--- src/rtl/ex_stage_md_pkg.sv ---
// Shared types for the execute stage: ALU/compare opcodes, RV32M opcodes,
// the multiply/divide FSM states and the ID/EX and EX/MEM register layouts.
package ex_stage_md_pkg;

    localparam int XLEN = 32;

    typedef enum logic [3:0] {
        ALU_ADD, ALU_SUB, ALU_SLL, ALU_SLT, ALU_SLTU,
        ALU_XOR, ALU_SRL, ALU_SRA, ALU_OR, ALU_AND
    } alu_op_t;

    typedef enum logic [2:0] {
        CMP_EQ, CMP_NE, CMP_LT, CMP_GE, CMP_LTU, CMP_GEU
    } cmp_op_t;

    // Encoded in RV32M funct3 order: bit 2 selects divide, bit 1 selects remainder.
    typedef enum logic [2:0] {
        MD_MUL, MD_MULH, MD_MULHSU, MD_MULHU,
        MD_DIV, MD_DIVU, MD_REM, MD_REMU
    } mdop_t;

    typedef enum logic [2:0] {
        MD_IDLE, MD_MUL_ST, MD_DIV_ST, MD_FIX, MD_DONE
    } md_state_t;

    typedef struct packed {
        alu_op_t alu_op;
        cmp_op_t cmp_op;
        logic    alu_a_pc;
        logic    alu_b_imm;
        logic    md_en;
        mdop_t   mdop;
    } ex_ctrl_t;

    typedef struct packed {
        logic            valid_s;
        logic [XLEN-1:0] pc_s;
        logic [XLEN-1:0] imm_s;
        logic [4:0]      rd_s;
        logic            rf_we_s;
        logic            mem_rd_s;
        logic            mem_wr_s;
        ex_ctrl_t        ex_ctrl_s;
    } id_ex_stage_reg_t;

    typedef struct packed {
        logic            valid_s;
        logic [XLEN-1:0] pc_s;
        logic [XLEN-1:0] alu_out_s;
        logic [XLEN-1:0] store_data_s;
        logic            br_en_s;
        logic [4:0]      rd_s;
        logic            rf_we_s;
        logic            mem_rd_s;
        logic            mem_wr_s;
    } ex_mem_stage_reg_t;

    function automatic logic [XLEN-1:0] alu_eval(input alu_op_t op,
                                                 input logic [XLEN-1:0] a,
                                                 input logic [XLEN-1:0] b);
        logic [$clog2(XLEN)-1:0] shamt;
        shamt = b[$clog2(XLEN)-1:0];
        case (op)
            ALU_ADD:  return a + b;
            ALU_SUB:  return a - b;
            ALU_SLL:  return a << shamt;
            ALU_SLT:  return {{(XLEN-1){1'b0}}, $signed(a) < $signed(b)};
            ALU_SLTU: return {{(XLEN-1){1'b0}}, a < b};
            ALU_XOR:  return a ^ b;
            ALU_SRL:  return a >> shamt;
            ALU_SRA:  return $signed(a) >>> shamt;
            ALU_OR:   return a | b;
            ALU_AND:  return a & b;
            default:  return '0;
        endcase
    endfunction

    function automatic logic cmp_eval(input cmp_op_t op,
                                      input logic [XLEN-1:0] a,
                                      input logic [XLEN-1:0] b);
        case (op)
            CMP_EQ:  return a == b;
            CMP_NE:  return a != b;
            CMP_LT:  return $signed(a) < $signed(b);
            CMP_GE:  return $signed(a) >= $signed(b);
            CMP_LTU: return a < b;
            CMP_GEU: return a >= b;
            default: return 1'b0;
        endcase
    endfunction

endpackage

--- src/rtl/ex_stage_md_if.sv ---
// Pipeline-side bundle of the execute stage: ID/EX inputs, EX/MEM next-state and stall.
interface ex_stage_md_if;
    import ex_stage_md_pkg::*;

    // Handshake: id_ex_reg is offered when id_ex_reg.valid_s=1 and is consumed on a
    // rising edge where move=1 (move already includes !busy). busy=1 means EX is not
    // ready; ex_mem_reg.valid_s marks the cycle the instruction leaves EX. flush
    // kills the EX instruction that cycle regardless of move.
    logic              move;
    logic              flush;
    logic [XLEN-1:0]   rs1_v;
    logic [XLEN-1:0]   rs2_v;
    id_ex_stage_reg_t  id_ex_reg;
    ex_mem_stage_reg_t ex_mem_reg;
    logic              busy;

    modport master (
        output move, flush, rs1_v, rs2_v, id_ex_reg,
        input  ex_mem_reg, busy
    );

    modport slave (
        input  move, flush, rs1_v, rs2_v, id_ex_reg,
        output ex_mem_reg, busy
    );

endinterface

--- src/rtl/ex_stage_md_divider.sv ---
// Iterative restoring divider on unsigned operands; retires DIV_BITS quotient bits
// per cycle. start_i loads the operands, done_o flags the cycle of the final step.
module ex_stage_md_divider #(
    parameter int XLEN     = 32,
    parameter int DIV_BITS = 1
) (
    input  logic            clk,
    input  logic            rst_n,
    input  logic            clear_i,
    input  logic            start_i,
    input  logic [XLEN-1:0] dividend_i,
    input  logic [XLEN-1:0] divisor_i,
    output logic            done_o,
    output logic [XLEN-1:0] quo_o,
    output logic [XLEN-1:0] rem_o
);

    localparam int STEPS = XLEN / DIV_BITS;
    localparam int CW    = $clog2(STEPS + 1);

    logic [CW-1:0]   cnt_q, cnt_d;
    logic [XLEN-1:0] quo_q, quo_d;
    logic [XLEN-1:0] rem_q, rem_d;
    logic [XLEN-1:0] dvs_q;
    logic [XLEN:0]   rem_sh;

    // The quotient register doubles as the dividend shifter: its MSB feeds the
    // partial remainder while new quotient bits enter at the LSB.
    always_comb begin
        cnt_d  = cnt_q;
        quo_d  = quo_q;
        rem_d  = rem_q;
        rem_sh = '0;
        if (cnt_q != '0) begin
            for (int i = 0; i < DIV_BITS; i++) begin
                rem_sh = {rem_d, quo_d[XLEN-1]};
                if (rem_sh >= {1'b0, dvs_q}) begin
                    rem_d = rem_sh[XLEN-1:0] - dvs_q;
                    quo_d = {quo_d[XLEN-2:0], 1'b1};
                end else begin
                    rem_d = rem_sh[XLEN-1:0];
                    quo_d = {quo_d[XLEN-2:0], 1'b0};
                end
            end
            cnt_d = cnt_q - CW'(1);
        end
    end

    always_ff @(posedge clk or negedge rst_n) begin
        if (!rst_n) begin
            cnt_q <= '0;
            quo_q <= '0;
            rem_q <= '0;
            dvs_q <= '0;
        end else if (clear_i) begin
            cnt_q <= '0;
        end else if (start_i) begin
            cnt_q <= CW'(STEPS);
            quo_q <= dividend_i;
            rem_q <= '0;
            dvs_q <= divisor_i;
        end else begin
            cnt_q <= cnt_d;
            quo_q <= quo_d;
            rem_q <= rem_d;
        end
    end

    assign done_o = (cnt_q == CW'(1));
    assign quo_o  = quo_q;
    assign rem_o  = rem_q;

endmodule

--- src/rtl/ex_stage_md.sv ---
// Execute stage: single-cycle ALU/compare path plus an RV32M unit with a pipelined
// multiplier and an iterative divider; busy stalls the pipeline while an MD op runs.
module ex_stage_md
    import ex_stage_md_pkg::*;
#(
    parameter int MUL_STAGES = 2,
    parameter int DIV_BITS   = 1
) (
    input  logic      clk,
    input  logic      rst_n,
    ex_stage_md_if.slave ex_if,
    output md_state_t dbg_state_o
);

    id_ex_stage_reg_t  id_ex;
    ex_mem_stage_reg_t ex_mem;
    logic [XLEN-1:0]   rs1, rs2;
    logic              flush, move;

    assign id_ex = ex_if.id_ex_reg;
    assign rs1   = ex_if.rs1_v;
    assign rs2   = ex_if.rs2_v;
    assign flush = ex_if.flush;
    assign move  = ex_if.move;

    md_state_t       state_q, state_d;
    mdop_t           mdop_q;
    logic            q_neg_q, r_neg_q;
    logic [XLEN-1:0] result_q;
    logic            start, in_flight, busy;

    logic            is_mul_op, div_signed, div_special;
    logic [XLEN-1:0] special_val;
    logic [XLEN-1:0] div_a, div_b;
    logic            div_start, div_done;
    logic [XLEN-1:0] div_quo, div_rem, fix_res;

    logic                   mul_a_sgn, mul_b_sgn;
    logic signed [XLEN:0]   mul_a, mul_b;
    logic [2*XLEN-1:0]      mul_prod;
    logic [2*XLEN-1:0]      mul_pipe_q [MUL_STAGES];
    logic [MUL_STAGES-1:0]  mul_vld_q;
    logic [XLEN-1:0]        mul_res;

    assign start     = (state_q == MD_IDLE) && id_ex.valid_s && id_ex.ex_ctrl_s.md_en && !flush;
    assign in_flight = (state_q == MD_MUL_ST) || (state_q == MD_DIV_ST) || (state_q == MD_FIX);
    assign busy      = !flush && (start || in_flight);

    // Operand decode for the op being started.
    assign is_mul_op  = !id_ex.ex_ctrl_s.mdop[2];
    assign div_signed = !id_ex.ex_ctrl_s.mdop[0];
    assign mul_a_sgn  = (id_ex.ex_ctrl_s.mdop == MD_MULH) || (id_ex.ex_ctrl_s.mdop == MD_MULHSU);
    assign mul_b_sgn  = (id_ex.ex_ctrl_s.mdop == MD_MULH);

    // Divide-by-zero and INT_MIN/-1 finish in the start cycle with RV32M-defined results.
    always_comb begin
        div_special = 1'b0;
        special_val = '0;
        if (!is_mul_op) begin
            if (rs2 == '0) begin
                div_special = 1'b1;
                special_val = id_ex.ex_ctrl_s.mdop[1] ? rs1 : '1;
            end else if (div_signed && rs1 == {1'b1, {(XLEN-1){1'b0}}} && rs2 == '1) begin
                div_special = 1'b1;
                special_val = id_ex.ex_ctrl_s.mdop[1] ? '0 : rs1;
            end
        end
    end

    assign mul_a    = {mul_a_sgn & rs1[XLEN-1], rs1};
    assign mul_b    = {mul_b_sgn & rs2[XLEN-1], rs2};
    assign mul_prod = (2*XLEN)'(mul_a) * (2*XLEN)'(mul_b);
    assign mul_res  = (mdop_q == MD_MUL) ? mul_pipe_q[MUL_STAGES-1][XLEN-1:0]
                                         : mul_pipe_q[MUL_STAGES-1][2*XLEN-1:XLEN];

    assign div_a     = (div_signed && rs1[XLEN-1]) ? -rs1 : rs1;
    assign div_b     = (div_signed && rs2[XLEN-1]) ? -rs2 : rs2;
    assign div_start = start && !is_mul_op && !div_special;

    ex_stage_md_divider #(
        .XLEN     (XLEN),
        .DIV_BITS (DIV_BITS)
    ) u_ex_divider (
        .clk        (clk),
        .rst_n      (rst_n),
        .clear_i    (flush),
        .start_i    (div_start),
        .dividend_i (div_a),
        .divisor_i  (div_b),
        .done_o     (div_done),
        .quo_o      (div_quo),
        .rem_o      (div_rem)
    );

    assign fix_res = mdop_q[1] ? (r_neg_q ? -div_rem : div_rem)
                               : (q_neg_q ? -div_quo : div_quo);

    always_comb begin
        state_d = state_q;
        if (flush) begin
            state_d = MD_IDLE;
        end else begin
            case (state_q)
                MD_IDLE: begin
                    if (start) begin
                        if (is_mul_op)        state_d = MD_MUL_ST;
                        else if (div_special) state_d = MD_DONE;
                        else                  state_d = MD_DIV_ST;
                    end
                end
                MD_MUL_ST: if (mul_vld_q[MUL_STAGES-1]) state_d = MD_DONE;
                MD_DIV_ST: if (div_done) state_d = MD_FIX;
                MD_FIX:    state_d = MD_DONE;
                MD_DONE:   if (move) state_d = MD_IDLE;
                default:   state_d = MD_IDLE;
            endcase
        end
    end

    always_ff @(posedge clk or negedge rst_n) begin
        if (!rst_n) begin
            state_q   <= MD_IDLE;
            mdop_q    <= MD_MUL;
            q_neg_q   <= 1'b0;
            r_neg_q   <= 1'b0;
            result_q  <= '0;
            mul_vld_q <= '0;
            for (int i = 0; i < MUL_STAGES; i++) mul_pipe_q[i] <= '0;
        end else begin
            state_q <= state_d;
            if (flush) begin
                mul_vld_q <= '0;
                result_q  <= '0;
            end else begin
                for (int i = MUL_STAGES-1; i > 0; i--) begin
                    mul_vld_q[i]  <= mul_vld_q[i-1];
                    mul_pipe_q[i] <= mul_pipe_q[i-1];
                end
                mul_vld_q[0] <= start && is_mul_op;
                if (start && is_mul_op) mul_pipe_q[0] <= mul_prod;
                if (start) begin
                    mdop_q   <= id_ex.ex_ctrl_s.mdop;
                    q_neg_q  <= div_signed && (rs1[XLEN-1] ^ rs2[XLEN-1]);
                    r_neg_q  <= div_signed && rs1[XLEN-1];
                    result_q <= div_special ? special_val : '0;
                end else if (state_q == MD_MUL_ST && mul_vld_q[MUL_STAGES-1]) begin
                    result_q <= mul_res;
                end else if (state_q == MD_FIX) begin
                    result_q <= fix_res;
                end
            end
        end
    end

    always_comb begin
        ex_mem              = '0;
        ex_mem.valid_s      = move && id_ex.valid_s && !busy && !flush;
        ex_mem.pc_s         = id_ex.pc_s;
        ex_mem.store_data_s = rs2;
        ex_mem.br_en_s      = cmp_eval(id_ex.ex_ctrl_s.cmp_op, rs1, rs2);
        ex_mem.rd_s         = id_ex.rd_s;
        ex_mem.rf_we_s      = id_ex.rf_we_s;
        ex_mem.mem_rd_s     = id_ex.mem_rd_s;
        ex_mem.mem_wr_s     = id_ex.mem_wr_s;
        if (id_ex.ex_ctrl_s.md_en) begin
            ex_mem.alu_out_s = (state_q == MD_DONE) ? result_q : '0;
        end else begin
            ex_mem.alu_out_s = alu_eval(id_ex.ex_ctrl_s.alu_op,
                                        id_ex.ex_ctrl_s.alu_a_pc  ? id_ex.pc_s  : rs1,
                                        id_ex.ex_ctrl_s.alu_b_imm ? id_ex.imm_s : rs2);
        end
    end

    assign ex_if.ex_mem_reg = ex_mem;
    assign ex_if.busy       = busy;
    assign dbg_state_o      = state_q;

endmodule
--- src/flat_wrapper.sv ---
// flat-port wrapper written by rule: the top's interface ports become plain ports
module ex_stage_md_flat import ex_stage_md_pkg::*;
#(
    parameter int MUL_STAGES = 2,
    parameter int DIV_BITS   = 1
)
  (clk, rst_n, dbg_state_o, ex_if_move, ex_if_flush, ex_if_rs1_v, ex_if_rs2_v, ex_if_id_ex_reg, ex_if_ex_mem_reg, ex_if_busy);
  ex_stage_md_if ex_if_i ();
  input  logic clk;
  input  logic rst_n;
  output md_state_t dbg_state_o;
  input wire logic [$bits(ex_if_i.move)-1:0] ex_if_move;
  input wire logic [$bits(ex_if_i.flush)-1:0] ex_if_flush;
  input wire logic [$bits(ex_if_i.rs1_v)-1:0] ex_if_rs1_v;
  input wire logic [$bits(ex_if_i.rs2_v)-1:0] ex_if_rs2_v;
  input wire logic [$bits(ex_if_i.id_ex_reg)-1:0] ex_if_id_ex_reg;
  output wire logic [$bits(ex_if_i.ex_mem_reg)-1:0] ex_if_ex_mem_reg;
  output wire logic [$bits(ex_if_i.busy)-1:0] ex_if_busy;
  assign ex_if_i.move = ex_if_move;
  assign ex_if_i.flush = ex_if_flush;
  assign ex_if_i.rs1_v = ex_if_rs1_v;
  assign ex_if_i.rs2_v = ex_if_rs2_v;
  assign ex_if_i.id_ex_reg = ex_if_id_ex_reg;
  assign ex_if_ex_mem_reg = ex_if_i.ex_mem_reg;
  assign ex_if_busy = ex_if_i.busy;
  ex_stage_md #(.MUL_STAGES(MUL_STAGES), .DIV_BITS(DIV_BITS)) u_core (.clk(clk), .rst_n(rst_n), .ex_if(ex_if_i), .dbg_state_o(dbg_state_o));
endmodule
--- config.mk ---
export PLATFORM = sky130hd
export DESIGN_NAME = ex_stage_md_flat
export DESIGN_NICKNAME = d
export VERILOG_FILES = /design/src/rtl/ex_stage_md_pkg.sv /design/src/rtl/ex_stage_md_if.sv /design/src/rtl/ex_stage_md_divider.sv /design/src/rtl/ex_stage_md.sv /design/src/flat_wrapper.sv
export SDC_FILE = /design/constraint.sdc
export NUM_CORES = 2
export LEC_CHECK = 0
export ABC_AREA = 1
export ABC_CLOCK_PERIOD_IN_PS = 4200
export BUFFER_PORTS_ARGS = -buffer_cell sky130_fd_sc_hd__buf_2
export CORE_UTILIZATION = 36
export DETAILED_ROUTE_END_ITERATION = 8
export PLACE_DENSITY = 0.55
export SLEW_MARGIN = 20
export SYNTH_ARGS = -nofsm -noshare
export SYNTH_HDL_FRONTEND = slang
export SYNTH_SLANG_ARGS = --single-unit
--- constraint.sdc ---
create_clock -name clk -period 4.2 [get_ports clk]
set_input_delay 0.42 -clock clk [delete_from_list [all_inputs] [get_ports clk]]
set_output_delay 0.42 -clock clk [all_outputs]
set_load 0.05 [all_outputs]
==> impl_metrics.py <==
metrics = {
    "critical_path": {
        "startpoint": "ex_if_rs2_v[31]",
        "worstRegToRegCells": 14,
        "r2r_slack_ns": 0.84,
        "cp_slowest_stage_delay_ns": 0.57,
        "crit_arrival_ns": 7.39,
        "cpMostUsedCell": "fa_1",
        "critPathBufInv": 12,
        "critPathLaunchType": "primary input",
        "rr_endpoint": "u_core.result_q[19]",
        "r2r-start": "u_core.u_ex_divider.rem_o[12]",
        "crit_cells": 32,
        "cp_max_fo": 9,
        "crit_path_end": "u_core.mul_pipe_q[125]",
        "cp-end-kind": "register",
        "path_class": "primary input to register",
        "cp.required_ns": 4.66,
        "crit_slowest_cell": "fa_1",
        "crit_family": "adder cells",
    },
    "synth": {
        "ys_ff_latch": 272,
        "synthArstFlopShare_pct": 100.0,
        "yosys_most_used_dff": "dfrtp_1",
        "synth_cells": 10320,
        "synth.most_common_cell": "nand2_1",
        "syn_area_mm2": 0.07095,
        "yosysSeqAreaShare_pct": 9.594,
        "syn-num-nets": 12010,
        "ys_warn_count": 0,
        "avgSynthCellArea_um2": 6.878,
        "synth_area_leaders": "fa_1, nand2_1, inv_1, dfrtp_1, ha_1",
        "synth_enable_flop_cells": 0,
        "synth.distinct_cells": 63,
        "synth_largest_area_cell": "fa_1",
        "yosysTopAreaCellShare_pct": 31.83,
        "synthTopCellsByCount": "nand2_1, inv_1, fa_1",
    },
    "routing": {
        "vias": 73500,
        "drtPass1Iterations": 9,
        "ant_nets": 0,
        "wire_per_inst_um": 25.68,
        "vias_per_cell": 5.158,
        "drt_wl_total_um": 365900,
        "drc": 0,
        "drt_iter0_markers": 5948,
    },
    "clock_tree": {
        "cts_max_path_buffers": 3,
        "cts-root-buf": "clkbuf_16",
        "numCtsBuffers": 34,
        "cts_tree": "done",
        "clock-sinks": 272,
        "htree_num_levels": 2,
        "cts.clk_slew.worst_paths_ns": 0.06,
        "worstSkewPairLatency_ns": 0.58,
    },
    "placed_design": {
        "dpl.hpwl_um": 307400,
        "dpl.cell_count": 13980,
        "port_buffers": 247,
        "routabilityCongestion": 1.056,
        "dp_slack_ns": -3.565,
    },
    "sta": {
        "fin_crit_ns": 6.928,
        "slew_violations": 0,
        "finalCritPeriodShare_pct": 164.9,
        "clock_skew_ns": 0.02512,
        "tightestPinTransition_ns": 1.190,
        "setup_viol": 72,
        "setup_slack_ns": -2.728,
        "relSlewSlack_pct": 19.81,
        "hold_viol": 0,
        "tns_ns": -123.82,
        "fmax_ghz": 0.1444,
        "grt_setup_unrepaired": "yes",
    },
    "grt": {
        "grt_pass1_vias": 76200,
        "grt.total_usage_pct": 36.68,
        "antenna_found_initial": 20,
        "grt_max_degree": 110,
        "grt_overflow_total": 0,
        "grt_first_pass_wirelength_um": 523300,
    },
    "floorplanning": {
        "dieWidth_um": 445.9,
        "io_pins": 264,
        "initial_core_util_pct": 36.31,
        "fp.dieArea_mm2": 0.1989,
        "core.rowCount": 162,
        "die_h_um": 445.9,
        "core_area_mm2": 0.1954,
    },
    "worst_hold_path": {
        "hold_class": "primary input to async pin",
    },
    "final_layout": {
        "synthToLayoutAreaGrowth_pct": 34.50,
        "nets": 13290,
        "fillCellCount": 19780,
        "utilization_pct": 48.84,
        "instances_no_fill": 14250,
        "drive_gt1_share_pct": 26.84,
    },
    "flow_run": {
        "max-cap-violations": 0,
    },
    "outcome": {
        "failed_checks": "negative setup slack",
        "status": "finished with violations",
    },
}
routing by layer:
| metal | GRT usage [%] | routed length, um | share of wire, % |
|---|---|---|---|
| met1 | 41.01 | 132300 | 36 |
| met2 | 62.31 | 173300 | 47 |
| met3 | 6.207 | 23910 | 6.5 |
| met4 | 27.92 | 36080 | 9.9 |
| met5 | 0.5861 | 339 | 0.093 |
through the flow:
| stage | instance area, um2 | hold slack (ns) |
|---|---|---|
| after detailed placement | 85560 | 0.4593 |
| after global placement | 85560 | 0.4511 |
| after CTS | 92580 | 0.001085 |
| final | 95430 | 0.3243 |
| after floorplan | 72960 | 0.1244 |
| after global routing | 95420 | 0.3387 |
final cells by class:
class | instances | area, um2 | area share [%]
diodes | 5 | 12.51 | 0.01311
clock buffers | 44 | 948.4 | 0.9938
clock inverters | 17 | 224.0 | 0.2347
inverters | 2246 | 8561 | 8.971
multi-input cells | 7242 | 59040 | 61.86
flip-flops and latches | 272 | 6808 | 7.134
well taps | 2624 | 3283 | 3.440
repair buffers | 1800 | 16560 | 17.35
layout by cell type, fill, tap and decap left out, types with 168 or more instances in the layout:
master,n
buf_2,168
nand2_2,168
inv_2,177
dfrtp_1,271
nand3_1,621
fa_1,1059
nand2_1,2786
o21ai_0,335
inv_1,2023
buf_6,194
buf_4,1209
ha_1,303
nor2_1,394
a21oi_1,211
registers in the layout, indices dropped and copies added, names as in the netlist:
| name | cells |
|---|---|
| u_core.r_neg_q | 1 |
| u_core.mdop_q | 3 |
| u_core.dbg_state_o | 3 |
| u_core.result_q | 32 |
| u_core.u_ex_divider.dvs_q | 32 |
| u_core.q_neg_q | 1 |
| u_core.mul_pipe_q | 128 |
| u_core.u_ex_divider.cnt_q | 6 |
| u_core.mul_vld_q | 2 |
| u_core.u_ex_divider.quo_o | 32 |
| u_core.u_ex_divider.rem_o | 32 |
worst min path at each step:
stage                          startpoint                    end  depth (start not counted)
floorplan                           rst_n  u_core.dbg_state_o[0]                          0
global placement    u_core.mul_pipe_q[70]   u_core.mul_pipe_q[6]                          2
detailed placement  u_core.mul_pipe_q[70]   u_core.mul_pipe_q[6]                          2
CTS                                 rst_n    u_core.result_q[20]                          1
global route                        rst_n    u_core.result_q[20]                          2
finish                              rst_n    u_core.result_q[29]                          2
repair_timing:
| action | CTS | global route |
|---|---|---|
| pin swaps | 353 | 339 |
| gates resized for setup | 1229 | 639 |
| cloned | 11 | 4 |
| endpoints found under the setup margin | 88 | 87 |
| buffers inserted | 148 | 90 |
| endpoints found under the hold margin | 0 | 31 |
| hold buffers | 0 | 1 |
logic make-up (layout without fill, tap and decap cells):
| family | count (synthesis) | after routing | share of synthesized area (%) |
|---|---|---|---|
| XOR/XNOR | 108 | 108 | 1.333 |
| AND/OR/NAND/NOR | 4619 | 4619 | 26.85 |
| other | 0 | 5 | 0 |
| flip-flops | 272 | 272 | 9.594 |
| AO/OA/AOI/OAI | 975 | 975 | 7.565 |
| buffers and inverters | 2802 | 4107 | 15.57 |
| adder cells (fa/ha/maj) | 1540 | 1540 | 39.09 |
Power is left out: the tool's default activity adds up to more than one toggle a clock period on the data nets, which glitch-free logic cannot reach.
